==> src/rtl/timing_control_unit.sv <==
// Fetch/decode/execute sequencer driven by the external 4-bit step counter.
// Shadows the counter with its own step register and halts the CPU on any desync.
module timing_control_unit #(
  parameter int unsigned SCW      = 4,
  parameter int unsigned MAX_STEP = 7
) (
  input  logic           clk,
  input  logic           reset,
  input  logic           run,
  input  logic [SCW-1:0] sc_count,
  input  logic [7:0]     ir_data,
  input  logic           acc_zero,
  output logic           sc_inc,
  output logic           sc_clr,
  output logic [2:0]     bus_sel,
  output logic           mar_load,
  output logic           ir_load,
  output logic           pc_inc,
  output logic           pc_load,
  output logic           acc_load,
  output logic           acc_src_alu,
  output logic           alu_sub,
  output logic           mem_we,
  output logic           busy,
  output logic           halted,
  output logic           seq_err
);

  localparam int unsigned OPW = 4;

  localparam logic [SCW-1:0] STEP_T0  = SCW'(0);
  localparam logic [SCW-1:0] STEP_T1  = SCW'(1);
  localparam logic [SCW-1:0] STEP_T3  = SCW'(3);
  localparam logic [SCW-1:0] STEP_MAX = SCW'(MAX_STEP);

  localparam logic [2:0] BUS_NONE = 3'd0;
  localparam logic [2:0] BUS_PC   = 3'd1;
  localparam logic [2:0] BUS_MEM  = 3'd2;
  localparam logic [2:0] BUS_OPND = 3'd3;
  localparam logic [2:0] BUS_ACC  = 3'd4;

  localparam logic [OPW-1:0] OP_LDA = OPW'(1);
  localparam logic [OPW-1:0] OP_ADD = OPW'(2);
  localparam logic [OPW-1:0] OP_SUB = OPW'(3);
  localparam logic [OPW-1:0] OP_STA = OPW'(4);
  localparam logic [OPW-1:0] OP_LDI = OPW'(5);
  localparam logic [OPW-1:0] OP_JMP = OPW'(6);
  localparam logic [OPW-1:0] OP_JZ  = OPW'(7);
  localparam logic [OPW-1:0] OP_HLT = OPW'(15);

  typedef enum logic [2:0] {
    S_IDLE   = 3'd0,
    S_FETCH  = 3'd1,
    S_DECODE = 3'd2,
    S_EXEC   = 3'd3,
    S_HALT   = 3'd4
  } state_t;

  state_t         state;
  logic [OPW-1:0] op;
  logic [SCW-1:0] step_exp;
  logic           desync;
  logic           operand_unused;

  // The operand nibble is routed to the bus by the datapath, not decoded here.
  assign operand_unused = ^ir_data[3:0];

  assign busy   = (state == S_FETCH) || (state == S_DECODE) || (state == S_EXEC);
  assign halted = (state == S_HALT);
  assign desync = busy && ((sc_count != step_exp) || (step_exp > STEP_MAX));

  // Step strobes; a desync cycle drives nothing so the datapath is left untouched.
  always_comb begin
    sc_inc      = 1'b0;
    sc_clr      = 1'b0;
    bus_sel     = BUS_NONE;
    mar_load    = 1'b0;
    ir_load     = 1'b0;
    pc_inc      = 1'b0;
    pc_load     = 1'b0;
    acc_load    = 1'b0;
    acc_src_alu = 1'b0;
    alu_sub     = 1'b0;
    mem_we      = 1'b0;
    case (state)
      S_IDLE: sc_clr = 1'b1;
      S_FETCH: begin
        if (!desync) begin
          sc_inc = 1'b1;
          if (sc_count == STEP_T0) begin
            bus_sel  = BUS_PC;
            mar_load = 1'b1;
          end else if (sc_count == STEP_T1) begin
            bus_sel = BUS_MEM;
            ir_load = 1'b1;
            pc_inc  = 1'b1;
          end
        end
      end
      S_DECODE: begin
        if (!desync) sc_inc = 1'b1;
      end
      S_EXEC: begin
        if (!desync) begin
          case (op)
            OP_LDA, OP_ADD, OP_SUB, OP_STA: begin
              if (sc_count == STEP_T3) begin
                bus_sel  = BUS_OPND;
                mar_load = 1'b1;
              end else begin
                sc_clr = 1'b1;
                if (op == OP_STA) begin
                  bus_sel = BUS_ACC;
                  mem_we  = 1'b1;
                end else begin
                  bus_sel     = BUS_MEM;
                  acc_load    = 1'b1;
                  acc_src_alu = (op != OP_LDA);
                  alu_sub     = (op == OP_SUB);
                end
              end
            end
            OP_LDI: begin
              bus_sel  = BUS_OPND;
              acc_load = 1'b1;
              sc_clr   = 1'b1;
            end
            OP_JMP: begin
              bus_sel = BUS_OPND;
              pc_load = 1'b1;
              sc_clr  = 1'b1;
            end
            OP_JZ: begin
              if (acc_zero) begin
                bus_sel = BUS_OPND;
                pc_load = 1'b1;
              end
              sc_clr = 1'b1;
            end
            OP_HLT: ;
            default: sc_clr = 1'b1;
          endcase
          if (!sc_clr && (op != OP_HLT)) sc_inc = 1'b1;
        end
      end
      default: ;
    endcase
  end

  // State, latched opcode, shadow step and sticky error.
  always_ff @(posedge clk) begin
    if (reset) begin
      state    <= S_IDLE;
      op       <= '0;
      step_exp <= '0;
      seq_err  <= 1'b0;
    end else begin
      if (sc_clr)      step_exp <= '0;
      else if (sc_inc) step_exp <= step_exp + SCW'(1);

      if (desync) begin
        seq_err <= 1'b1;
        state   <= S_HALT;
      end else begin
        case (state)
          S_IDLE:   if (run) state <= S_FETCH;
          S_FETCH:  if (sc_count == STEP_T1) state <= S_DECODE;
          S_DECODE: begin
            op    <= ir_data[7:4];
            state <= S_EXEC;
          end
          S_EXEC: begin
            if (op == OP_HLT)  state <= S_HALT;
            else if (sc_clr)   state <= run ? S_FETCH : S_IDLE;
          end
          S_HALT:   ;
          default:  state <= S_IDLE;
        endcase
      end
    end
  end

endmodule
==> config.mk <==
export PLATFORM = sky130hd
export DESIGN_NAME = timing_control_unit
export DESIGN_NICKNAME = d
export VERILOG_FILES = /design/src/rtl/timing_control_unit.sv
export SDC_FILE = /design/constraint.sdc
export NUM_CORES = 1
export LEC_CHECK = 0
export BUFFER_PORTS_ARGS = -buffer_cell sky130_fd_sc_hd__buf_2
export CORE_ASPECT_RATIO = 1.25
export CORE_UTILIZATION = 28
export DETAILED_ROUTE_END_ITERATION = 7
export PLACE_DENSITY = 0.49
export SETUP_SLACK_MARGIN = 0.1
export SYNTH_ARGS = -nofsm -noshare
export SYNTH_HDL_FRONTEND = slang
export SYNTH_SLANG_ARGS = --single-unit
==> constraint.sdc <==
create_clock -name clk -period 1.95 [get_ports clk]
set_clock_uncertainty 0.2 [all_clocks]
set_input_delay 0.2925 -clock clk [delete_from_list [all_inputs] [get_ports clk]]
set_output_delay 0.2925 -clock clk [all_outputs]
set_load 0.05 [all_outputs]
* After elaboration in Yosys (flattened, before gate mapping)
Index checks and enable logic that the tools add are counted.
Operators by class: equal/unequal tests 24, bitwise gates (word level) 2, add/subtract/negate cells 1, order comparisons 1, reduce and logical (&&, ||, !) cells 16, muxes and demuxes 60
Operators with widths (count):
- $mux 1 | 39
- $mux 3 | 8
- $eq 4x3->1 const B | 4
- $pmux 3 s5 | 1
- $eq 4x2->1 const B | 3
- $pmux 1 s2 | 6
- $pmux 3 s3 | 1
- $eq 4x1->1 const B | 2
- $mux 2 | 4
- $reduce_and 4->1 | 2
- $reduce_or 2->1 | 4
- $eq 3x2->1 const B | 2
- $ne 3x2->1 const B | 2
- $pmux 3 s2 | 1
- $add 4x1->4 const B | 1
- $eq 4x4->1 const B | 1
- $gt 4x3->1 const B | 1
- $logic_not 4->1 | 1
- $ne 2x1->1 const B | 2
- $ne 4x1->1 const B | 1
- $ne 4x3->1 const B | 1
- $ne 4x4->1 | 1
- $ne 4x4->1 const B | 1
- $reduce_or 4->1 | 1
- other kinds (10) | 14
Storage, ports and cells: input port bits 16, output and inout port bits 16, flip-flop bits (word level) 12

* Depth between registers and ports, before layout
Gate-level depths: netlist of run 1.
depth in word-level cells 12, gate-level depth with buffers 6, depth with buffers taken out 5

* Worst setup path after synthesis of run 1
No wires, ideal clock.
kind register to output, start register step_exp[0], end output port acc_load, stages on the path, launching flop included 6, path slack -1.457 ns, arrival time 2.914 ns, path buffers 1, data required time 1.457 ns, path through dfxtp_1 xnor2_2 nand4_2 or4_1 buf_2 nor4b_1
On the way: word-level cells in the longest chain between the ends 5, elaborated cells between the ends (all ways) 6, those cells by class 1 x order compare; 1 x eq/ne; 2 x mux; 2 x reduce/logical
Ends and longest elaborated chain:
- start: declaration | RTL line 61 | logic [SCW-1:0] step_exp;
- start signal: assignment | RTL line 159 | else if (sc_inc) step_exp <= step_exp + SCW'(1);
- $gt 4x3->1 / $ne 4x4->1 (equally long branches) | RTL line 70 | assign desync = busy && ((sc_count != step_exp) || (step_exp > STEP_MAX));
- $logic_or 1x1->1 (*) | RTL line 70
- $logic_and 1x1->1 (*) | RTL line 70
- $mux 1 (*) | RTL line 104 | if (!desync) begin
- $mux 1 (*) | RTL line 85 | case (state)
- end: declaration | RTL line 20 | output logic acc_load,
Mark *: on every way between the ends. The rest lies on a longest branch, timed or not.

* Worst setup path in the final report of run 1
start register step_exp[3], end output port alu_sub
On the way: word-level cells in the longest chain between the ends 5, elaborated cells between the ends (all ways) 6, those cells by class 1 x order compare; 1 x eq/ne; 2 x mux; 2 x reduce/logical
Ends and longest elaborated chain:
- $gt 4x3->1 / $ne 4x4->1 (equally long branches) | RTL line 70
- $logic_or 1x1->1 (*) | RTL line 70
- $logic_and 1x1->1 (*) | RTL line 70
- $mux 1 (*) | RTL line 104
- $mux 1 (*) | RTL line 85
- end: declaration | RTL line 22 | output logic alu_sub,
Marks and branches as above.

==> results of run 1 <==
[logic make-up (layout without fill, tap and decap cells)]
| family | after synthesis | count (layout) |
|---|---|---|
| AND/OR/NAND/NOR | 51 | 51 |
| XOR/XNOR | 5 | 5 |
| buffers and inverters | 10 | 79 |
| flip-flops | 12 | 12 |
| multiplexers | 5 | 5 |
| adder cells (fa/ha/maj) | 1 | 1 |
| AO/OA/AOI/OAI | 24 | 24 |
[cell type report]
cell class	count	share of cell area (%)
well taps	36	2.60
flip-flops and latches	12	14.7
inverters	3	0.649
clock buffers	4	2.09
multi-input cells	86	44.3
repair buffers	72	35.6
[stage by stage]
stage / power [mW] / TNS, ns / hold WS (ns) / instance area (um2) / std cells
floorplan: 0.372 / -4.37 / 0.240 / 1000 / 108
global placement: 0.437 / -5.60 / 0.246 / 1410 / 200
detailed placement: 0.438 / -6.37 / 0.254 / 1410 / 200
CTS: 0.662 / -6.19 / 0.0436 / 1650 / 209
global route: 0.691 / -7.13 / 0.0705 / 1730 / 213
finish: 0.662 / -6.14 / 0.0433 / 1730 / 213
[report_power, final]
part / switching, mW / internal, mW
Clock: 0.0918 / 0.114
Combinational: 0.118 / 0.0870
Sequential: 0.00359 / 0.248
Total: 0.213 / 0.448
[worst register-to-register path: stages, from the launching register on]
cell and delay (ns):
dfxtp_4 0.37, nor3_4 0.21, nor4b_4 0.08, buf_4 0.15
buf_6 0.11, o211a_4 0.25, buf_6 0.12, a41o_1 0.17
nor2b_1 0.12
[worst min path at each step]
stage / slack, ns / to / cells after the start / start
CTS: 0.04 / op[1] / 3 / ir_data[5]
floorplan: 0.24 / op[0] / 2 / ir_data[4]
finish: 0.04 / op[1] / 3 / ir_data[5]
global route: 0.07 / op[1] / 3 / ir_data[5]
detailed placement: 0.25 / seq_err / 2 / seq_err
global placement: 0.25 / seq_err / 2 / seq_err
[repair_timing]
action                     in CTS  in global routing
cloned                          0                  0
buffers inserted                5                  5
setup endpoints to repair      20                 21
pin swaps                       7                  8
resized for setup              50                 16
hold endpoints to repair        0                  0
[state kept, by name, summed over array words and instances, names as in the netlist]
signal and flops:
op 4, seq_err 1, state 3, step_exp 4
[metal layers]
| layer | share of wire [%] | vias to the layer above | routed length, um | GRT usage, % |
|---|---|---|---|---|
| li1 | - | 534 | - | - |
| met1 | 36 | 519 | 1050 | 18.3 |
| met2 | 59 | 24 | 1700 | 38.3 |
| met3 | 3.0 | 5 | 86 | 2.35 |
| met4 | 1.7 | 0 | 49 | 5.92 |
| met5 | 0 | - | 0 | 0 |
[cell usage in the layout (no fill, tap or decap), drive strengths merged, types with 4 or more instances in the layout]
| cell type | n |
|---|---|
| a21oi | 5 |
| buf | 72 |
| clkbuf | 4 |
| dfxtp | 12 |
| mux2i | 5 |
| nand2 | 8 |
| nor2 | 17 |
| nor3 | 5 |
| o21ai | 4 |
| xnor2 | 4 |
==> impl_results.md, run 1 <==
- Min Tclk post-route: 2.55 ns
- Hold Fails Final Rpt: 0
- Final Slew Violations: 0
- Yosys warns: 0
- Top-count cell post-synth: nor2_1
- Fillers: around 280
- Critical path endpoint: alu_sub
- IO Port Bufs: 27
- Ys flop type: dfxtp_1
- Final ANT Viol Nets: 0
- Io pins: 32
- Dominant cell type by area after synthesis: dfxtp_1
- Pre-CTS setup slack: -0.575 ns
- LEAKAGE: ~0.71 nW
- H-tree depth: 1
- Hold-fix buffers, CTS: 0
- Failing checks: negative setup slack
- Synth Area in Compound Gates: 19.2%
- Synth area leaders: dfxtp_1 (27%), nor2_1 (7.2%), mux2i_1 (5.7%)
- Crit-path cells: nor2_1 -> nand4_2 -> or4_4 -> nor4b_4 -> and2_4 -> buf_8
- Register bit total from synthesis: 12
- Cell Rows: 22
- Adder-cell share of the synthesized area: 1.42%
- GPL Wtd Cong: 0.797
- Multi-input logic area: a little under 800 um2
- Core Area: approximately 3000 um2
- # diodes: 0
- Congestion Overflow GR: 0
- Die height: between 60 and 70 um
- Tcrit/Tclk final: 131%
- TritonCTS clock tree: done
- Layout cells sized above 1: 62.7%
- Ys async rst share: 0%
- Worst-path clk slew: ~0.09 ns
- EDFF count, synth: 0
- Critical Setup Path Class: register to primary output
- Worst path buffer plus inverter count: 1
- Clock Path Buffers: 2
- Clock sink count: 12
- Clk_lat worst skew: ~0.28 ns
- Post-Syn Instances: between 100 and 150
- Post-Syn Nets: approximately 130
- Crit end category: primary output
- CP delay by family, top: simple AND/OR/NAND/NOR gates
- Vias post-DR: around 1,100
- Die width: between 50 and 60 um
- CP Depth: 6
- Post-synthesis sequential area ratio: a little over a quarter
- Final Routed Wirelength: about 2900 um
- Initial antenna violation count: 0
- Syn Area/Cell: 8.16 um2
- Share of the synthesized area in the top cell type: a little over a quarter
- DR iter-0 viols: 26
- DR WL/cell: roughly 14 um
- Vias/cell: around 5.1
- HP Class: input pin to register
- Synth top cells by count: nor2_1 (17), dfxtp_1 (12), nand2_1 (8)
- Crit path launch type: register
- Die Area: between 3000 and 4000 um2
- Final worst slack: -0.597 ns
- Initial core utilization: 29.6%
- Vias in the first global route: 1,105
- Post-Synth Simple-Gate Area: approximately a third
- First-pass GRT wire length: 4690 um
- Clk root buf: clkbuf_4
- GR Util All Layers: about a fifth
- # Max-Cap Violations: 0
- Area growth from synthesis to layout: 96.9%
- Max IR drop VDD: ~0.3 mV
- CP max FO: 4
- Unrepaired setup endpoints after global routing: yes
- Power Density: 381 nW/um2
- F_max: ~400 MHz
- CP arrival: 2.05 ns
- Setup violators final: 13
- RR Endpoint: step_exp[3]
- Req. time, crit path: around 1.5 ns
- Nets: 195
- Crit path max-delay cell type: or4_4
- Detailed Place HPWL: between 2000 and 2500 um
- Drt drc: 0
- Post-Syn Area: a little under 900 um2
- Post-synthesis xor/xnor area fraction: roughly 7.5%
- CTS Buf Count: 3
- Largest family of logic cells by synthesized area: simple AND/OR/NAND/NOR gates
- Critical R2R Launch: op[1]
- First drt pass iteration count: 4
- CP peak stage delay: ~0.47 ns
- Post-synthesis mux area share: 5.68%
- Netlist cell types: 46
- Slew @ Worst Pin: ~0.35 ns
- Status: complete, but fails checks
- Largest net degree at the start of global routing: 12
- Final core occ: around three fifths
- Relative slew margins: 76.7%
- Worst setup path start: step_exp[3]
- Worst-case reg-to-reg path depth: 8
- R2r setup slk: about 0.050 ns
- Reg area: about 260 um2
No activity file was read; power rests on OpenSTA's default activity.
==> run 2, diff against run 1 <==
RECOVER_POWER = 100   (was unset)
==> impl_results.md, run 2 (same netlist as run 1, synthesis figures left out) <==
- DR WL/cell: roughly 14 um
- Commonest non-fill, non-tap cell in the layout: buf_4
- Io pins: 32
- Crit end category: primary output
- Max IR drop VDD: 0.300 mV
- DR top layer: met4
- Unrepaired setup endpoints after global routing: yes
- First drt pass iteration count: 4
- Critical path endpoint: alu_sub
- Power Density: roughly 380 nW/um2
- Hold Fails Final Rpt: 0
- R2r setup slk: about 0.050 ns
- Core Area: around 3000 um2
- IO Port Bufs: 27
- Initial antenna violation count: 0
- Tcrit/Tclk final: 131%
- Hold-fix buffers, CTS: 0
- Cell Rows: 22
- Relative slew margins: around three fifths
- LEAKAGE: 0.702 nW
- Die height: between 60 and 70 um
- Final worst slack: -0.597 ns
- Req. time, crit path: roughly 1.5 ns
- Layout cells sized above 1: roughly 62%
- Final Routed Wirelength: between 2000 and 3000 um
- Vias in the first global route: roughly 1,100
- # Max-Cap Violations: 0
- Detailed Place HPWL: approximately 2200 um
- Crit path launch type: register
- TritonCTS clock tree: done
- Most frequent cells in the layout: buf_4 (38), buf_6 (18), nor2_1 (14)
- Worst-path clk slew: 0.09 ns
- CP arrival: 2.05 ns
- Failing checks: negative setup slack
- Clk root buf: clkbuf_4
- Min Tclk post-route: 2.55 ns
- Status: complete, but fails checks
- Reg area: roughly 260 um2
- Setup violators final: 13
- Clk_lat worst skew: ~0.28 ns
- WL met2: around 1700 um
- Final Slew Violations: 0
- Worst-case reg-to-reg path depth: 8
- CP max FO: 4
- Drt drc: 0
- # diodes: 0
- Hold_ws: between 0.04 and 0.05 ns
- Final ANT Viol Nets: 0
- RR Endpoint: step_exp[3]
- Critical Setup Path Class: register to primary output
- DR iter-0 viols: 26
- Die Area: between 3000 and 4000 um2
- Fillers: 277
- First-pass GRT wire length: between 4000 and 5000 um
- Die width: between 50 and 60 um
- GR Util All Layers: 18.7%
- Slew @ Worst Pin: about 0.6 ns
- Multi-input logic area: slightly below 800 um2
- Vias/cell: between 5 and 6
- Largest net degree at the start of global routing: 12
- Final core occ: roughly 58%
- Area growth from synthesis to layout: 96.7%
- Congestion Overflow GR: 0
- Critical R2R Launch: op[1]
- HP Class: input pin to register
- Pre-CTS setup slack: -0.575 ns
- GPL Wtd Cong: 0.797
- Clock sink count: 12
- H-tree depth: 1
- Nets: approximately 200
- Hold Path Origin: ir_data[5]
- Worst setup path start: step_exp[3]
- F_max: about 390 MHz
- CTS Buf Count: 3
- Vias post-DR: roughly 1,100
- Initial core utilization: between 20 and 30%
- Regs by FF count: op (4), step_exp (4), state (3)
- Clock Path Buffers: 2
- M1 WL: around 1100 um
- Met3 wire length: 96 um
-- run 2: worst max-delay path, cell delays in order, from the launching register on --
cell	delay [ns]
dfxtp_1	0.32
nor2_1	0.22
nand4_2	0.14
or4_4	0.47
nor4b_4	0.30
and2_4	0.19
buf_8	0.14
-- run 2: final cells by class --
cell class	count	share of cell area, %
inverters	3	0.650
repair buffers	72	35.6
clock buffers	4	2.09
flip-flops and latches	12	14.7
multi-input cells	86	44.3
well taps	36	2.60
-- run 2: stage by stage --
step / cell area (um2) / instances / power, mW / setup TNS (ns)
after global routing: 1730 / 213 / 0.691 / -7.13
final: 1730 / 213 / 0.662 / -6.14
after detailed placement: 1410 / 200 / 0.438 / -6.37
after floorplan: 1000 / 108 / 0.372 / -4.37
after CTS: 1650 / 209 / 0.662 / -6.19
after global placement: 1410 / 200 / 0.437 / -5.60
-- run 2: worst min path at each step --
stage               slack [ns]  endpoint  cells past startpoint
finish                    0.04     op[1]                      3
global route              0.07     op[1]                      3
CTS                       0.04     op[1]                      3
detailed placement        0.25   seq_err                      2
global placement          0.25   seq_err                      2
floorplan                 0.24     op[0]                      2
-- run 2: power by group --
part,switching [mW],internal [mW],total [mW]
registers,0.00375,0.248,0.252
clock network,0.0919,0.114,0.205
logic,0.118,0.0863,0.204
total,0.214,0.448,0.662
-- run 2: timing repair --
item | 4_1_cts | 5_1_grt
setup endpoints to repair | 20 | 21
pin swaps | 7 | 8
gates resized for setup | 50 | 16
buffers inserted | 5 | 5
hold endpoints to repair | 0 | 0
-- run 2: per-layer routing --
layer | GRT usage (%) | up-vias
met2 | 38.3 | 33
met1 | 18.3 | 519
met3 | 2.35 | 8
met4 | 5.92 | 0
li1 | - | 534
met5 | 0 | -
==> run 3, diff against run 2 <==
--- a/config.mk
+++ b/config.mk
@@ -6,9 +6,10 @@
 export NUM_CORES = 1
 export LEC_CHECK = 0
+export ABC_AREA = 1
 export BUFFER_PORTS_ARGS = -buffer_cell sky130_fd_sc_hd__buf_2
 export CORE_ASPECT_RATIO = 1.25
-export CORE_UTILIZATION = 28
+export CORE_UTILIZATION = 43
 export DETAILED_ROUTE_END_ITERATION = 7
-export PLACE_DENSITY = 0.49
+export PLACE_DENSITY = 0.7
 export RECOVER_POWER = 100
 export SETUP_SLACK_MARGIN = 0.1
--- a/constraint.sdc
+++ b/constraint.sdc
@@ -3,3 +3,3 @@
 set_input_delay 0.2925 -clock clk [delete_from_list [all_inputs] [get_ports clk]]
 set_output_delay 0.2925 -clock clk [all_outputs]
-set_load 0.05 [all_outputs]
+set_load 0.01 [all_outputs]
==> impl_results.md, run 3 <==
- Status: complete, but fails checks
- Failing checks: negative setup slack
- Relative slew margins: roughly 80%
- Critical path endpoint: bus_sel[0]
- Vias in the first global route: just under 1,000
- Worst path buffer plus inverter count: 2
- Syn Area/Cell: roughly 5.8 um2
- Layout cells sized above 1: approximately 40%
- Clk_lat worst skew: roughly 0.27 ns
- Share of the synthesized area in the top cell type: about 27%
- # diodes: 0
- Worst-path clk slew: roughly 0.07 ns
- TritonCTS clock tree: done
- Clock Path Buffers: 2
- Detailed Place HPWL: around 1800 um
- Post-Syn Instances: between 150 and 200
- Hold Path Depth: 2
- Max IR drop VDD: 0.723 mV
- Io pins: 32
- Ys async rst share: 0%
- Tcrit/Tclk final: 109%
- Slew @ Worst Pin: between 0.2 and 0.3 ns
- Final ANT Viol Nets: 0
- CP max FO: 4
- DR WL/cell: approximately 11 um
- LEAKAGE: 0.638 nW
- Hold Fails Final Rpt: 0
- # Max-Cap Violations: 0
- Crit path max-delay cell type: dfxtp_2
- Register bit total from synthesis: 12
- Worst setup path start: state[2]
- Congestion Overflow GR: 0
- Min Tclk post-route: ~2.1 ns
- Final Slew Violations: 0
- GPL Wtd Cong: 0.854
- Vias post-DR: ~1,100
- Regs by FF count: op (4), step_exp (4), state (3)
- Synth top cells by count: nand2_1 (36), nor2_1 (28), inv_1 (26)
- Tot Pwr: 1.34 mW
- First drt pass iteration count: 4
- Final Routed Wirelength: 2390 um
- Worst-case reg-to-reg path depth: 14
- Switching share of total power: 42.7%
- CTS Buf Count: 3
- Post-Syn Nets: 170
- Critical R2R Launch: step_exp[0]
- Vias/cell: roughly 5
- Yosys warns: 0
- RR Endpoint: step_exp[1]
- Dpl cells: between 200 and 250
- Final worst slack: -0.180 ns
- GR Util All Layers: 21.8%
- CP peak stage delay: 0.34 ns
- Die height: roughly 53 um
- Initial antenna violation count: 0
- EDFF count, synth: 0
- Int Power: 0.768 mW
- Crit path launch type: register
- Fin cells: 218
- Nets: around 220
- Pre-CTS setup slack: ~0.015 ns
- Crit-path cells: inv_2 -> nand2_2 -> nor2_1 -> nand3_2 -> or3_4 -> nand2_1 -> buf_2
- IO Port Bufs: 27
- Req. time, crit path: 1.46 ns
- Synth area leaders: dfxtp_1 (27%), nand2_1 (15%), nor2_1 (12%)
- HP Class: input pin to register
- Commonest non-fill, non-tap cell in the layout: nand2_1
- Setup violators final: 13
- Netlist cell types: 23
- Core Area: around 2000 um2
- Clock sink count: 12
- Psw: about 0.57 mW
- R2r setup slk: around 0.090 ns
- Combinational share of power: 59.2%
- Die width: between 40 and 50 um
- Area growth from synthesis to layout: 45.1%
- Hold-fix buffers, CTS: 0
- Drt drc: 0
- First-pass GRT wire length: between 3000 and 4000 um
- Crit end category: primary output
- TNS Setup: -1.05 ns
- Initial core utilization: 45.6%
- Final core occ: about 66%
- Post-Syn Area: approximately 900 um2
- F_max: around 470 MHz
- Cell Rows: 18
- Critical Setup Path Class: register to primary output
- Ys flop type: dfxtp_1
- CP delay by family, top: simple AND/OR/NAND/NOR gates
- DR iter-0 viols: 22
- Post-synthesis sequential area ratio: a little over a quarter
- H-tree depth: 1
- Clock power share: 14.6%
- Most frequent cells in the layout: nand2_1 (29), nor2_1 (26), inv_1 (24)
- Power Density: 1030 nW/um2
- Die Area: ~2300 um2
- Sequential Power Share: a little over a quarter
- Top-count cell post-synth: nand2_1
- Unrepaired setup endpoints after global routing: yes
- Largest net degree at the start of global routing: 9
- CP arrival: between 1.5 and 2 ns
- Clk root buf: clkbuf_4
- CP Depth: 7
- Dominant cell type by area after synthesis: dfxtp_1
[run 3: logic make-up after synthesis]
kind of cell	count (synthesis)	share of synthesized area (%)
AND/OR/NAND/NOR	87	44.3
buffers and inverters	31	13.4
AO/OA/AOI/OAI	22	14.0
flip-flops	12	26.9
adder cells (fa/ha/maj)	1	1.40
[run 3: timing repair]
| action | CTS | global route |
|---|---|---|
| pin swaps | 6 | 4 |
| buffers inserted | 5 | 3 |
| resized for setup | 22 | 11 |
| setup endpoints to repair | 13 | 18 |
[run 3: how the worst min path moves through the flow]
stage	from	end	slack, ns
after CTS	reset	seq_err	0.05
after global placement	seq_err	seq_err	0.25
after floorplan	reset	seq_err	0.16
after global routing	reset	seq_err	0.04
final	reset	seq_err	0.06
after detailed placement	seq_err	seq_err	0.26
[run 3: metrics by stage]
stage | instance area [um2] | hold slack [ns]
floorplan | 893 | 0.165
global placement | 1100 | 0.245
detailed placement | 1100 | 0.258
CTS | 1240 | 0.0495
global route | 1300 | 0.0439
finish | 1300 | 0.0563
[run 3: routing by layer]
layer | part of all wire [%] | vias up | global-route usage [%]
met5 | 0 | - | 0
met4 | 2.9 | 0 | 9.38
met3 | 3.6 | 8 | 5.12
met2 | 57 | 24 | 43.9
met1 | 36 | 506 | 20.4
li1 | - | 566 | -
[run 3: power by group through the flow]
stage | Combinational [mW] | Sequential (mW) | Clock (mW)
floorplan | 0.422 | 0.343 | 0
global placement | 0.591 | 0.342 | 0
detailed placement | 0.609 | 0.346 | 0
CTS | 0.739 | 0.347 | 0.201
global route | 0.874 | 0.358 | 0.215
finish | 0.795 | 0.351 | 0.195
[run 3: cell type report]
type,instances,area (um2)
multi-input cells,110,598
flip-flops and latches,12,249
clock buffers,4,36.3
inverters,30,113
repair buffers,42,275
fillers,192,663
well taps,20,25.0
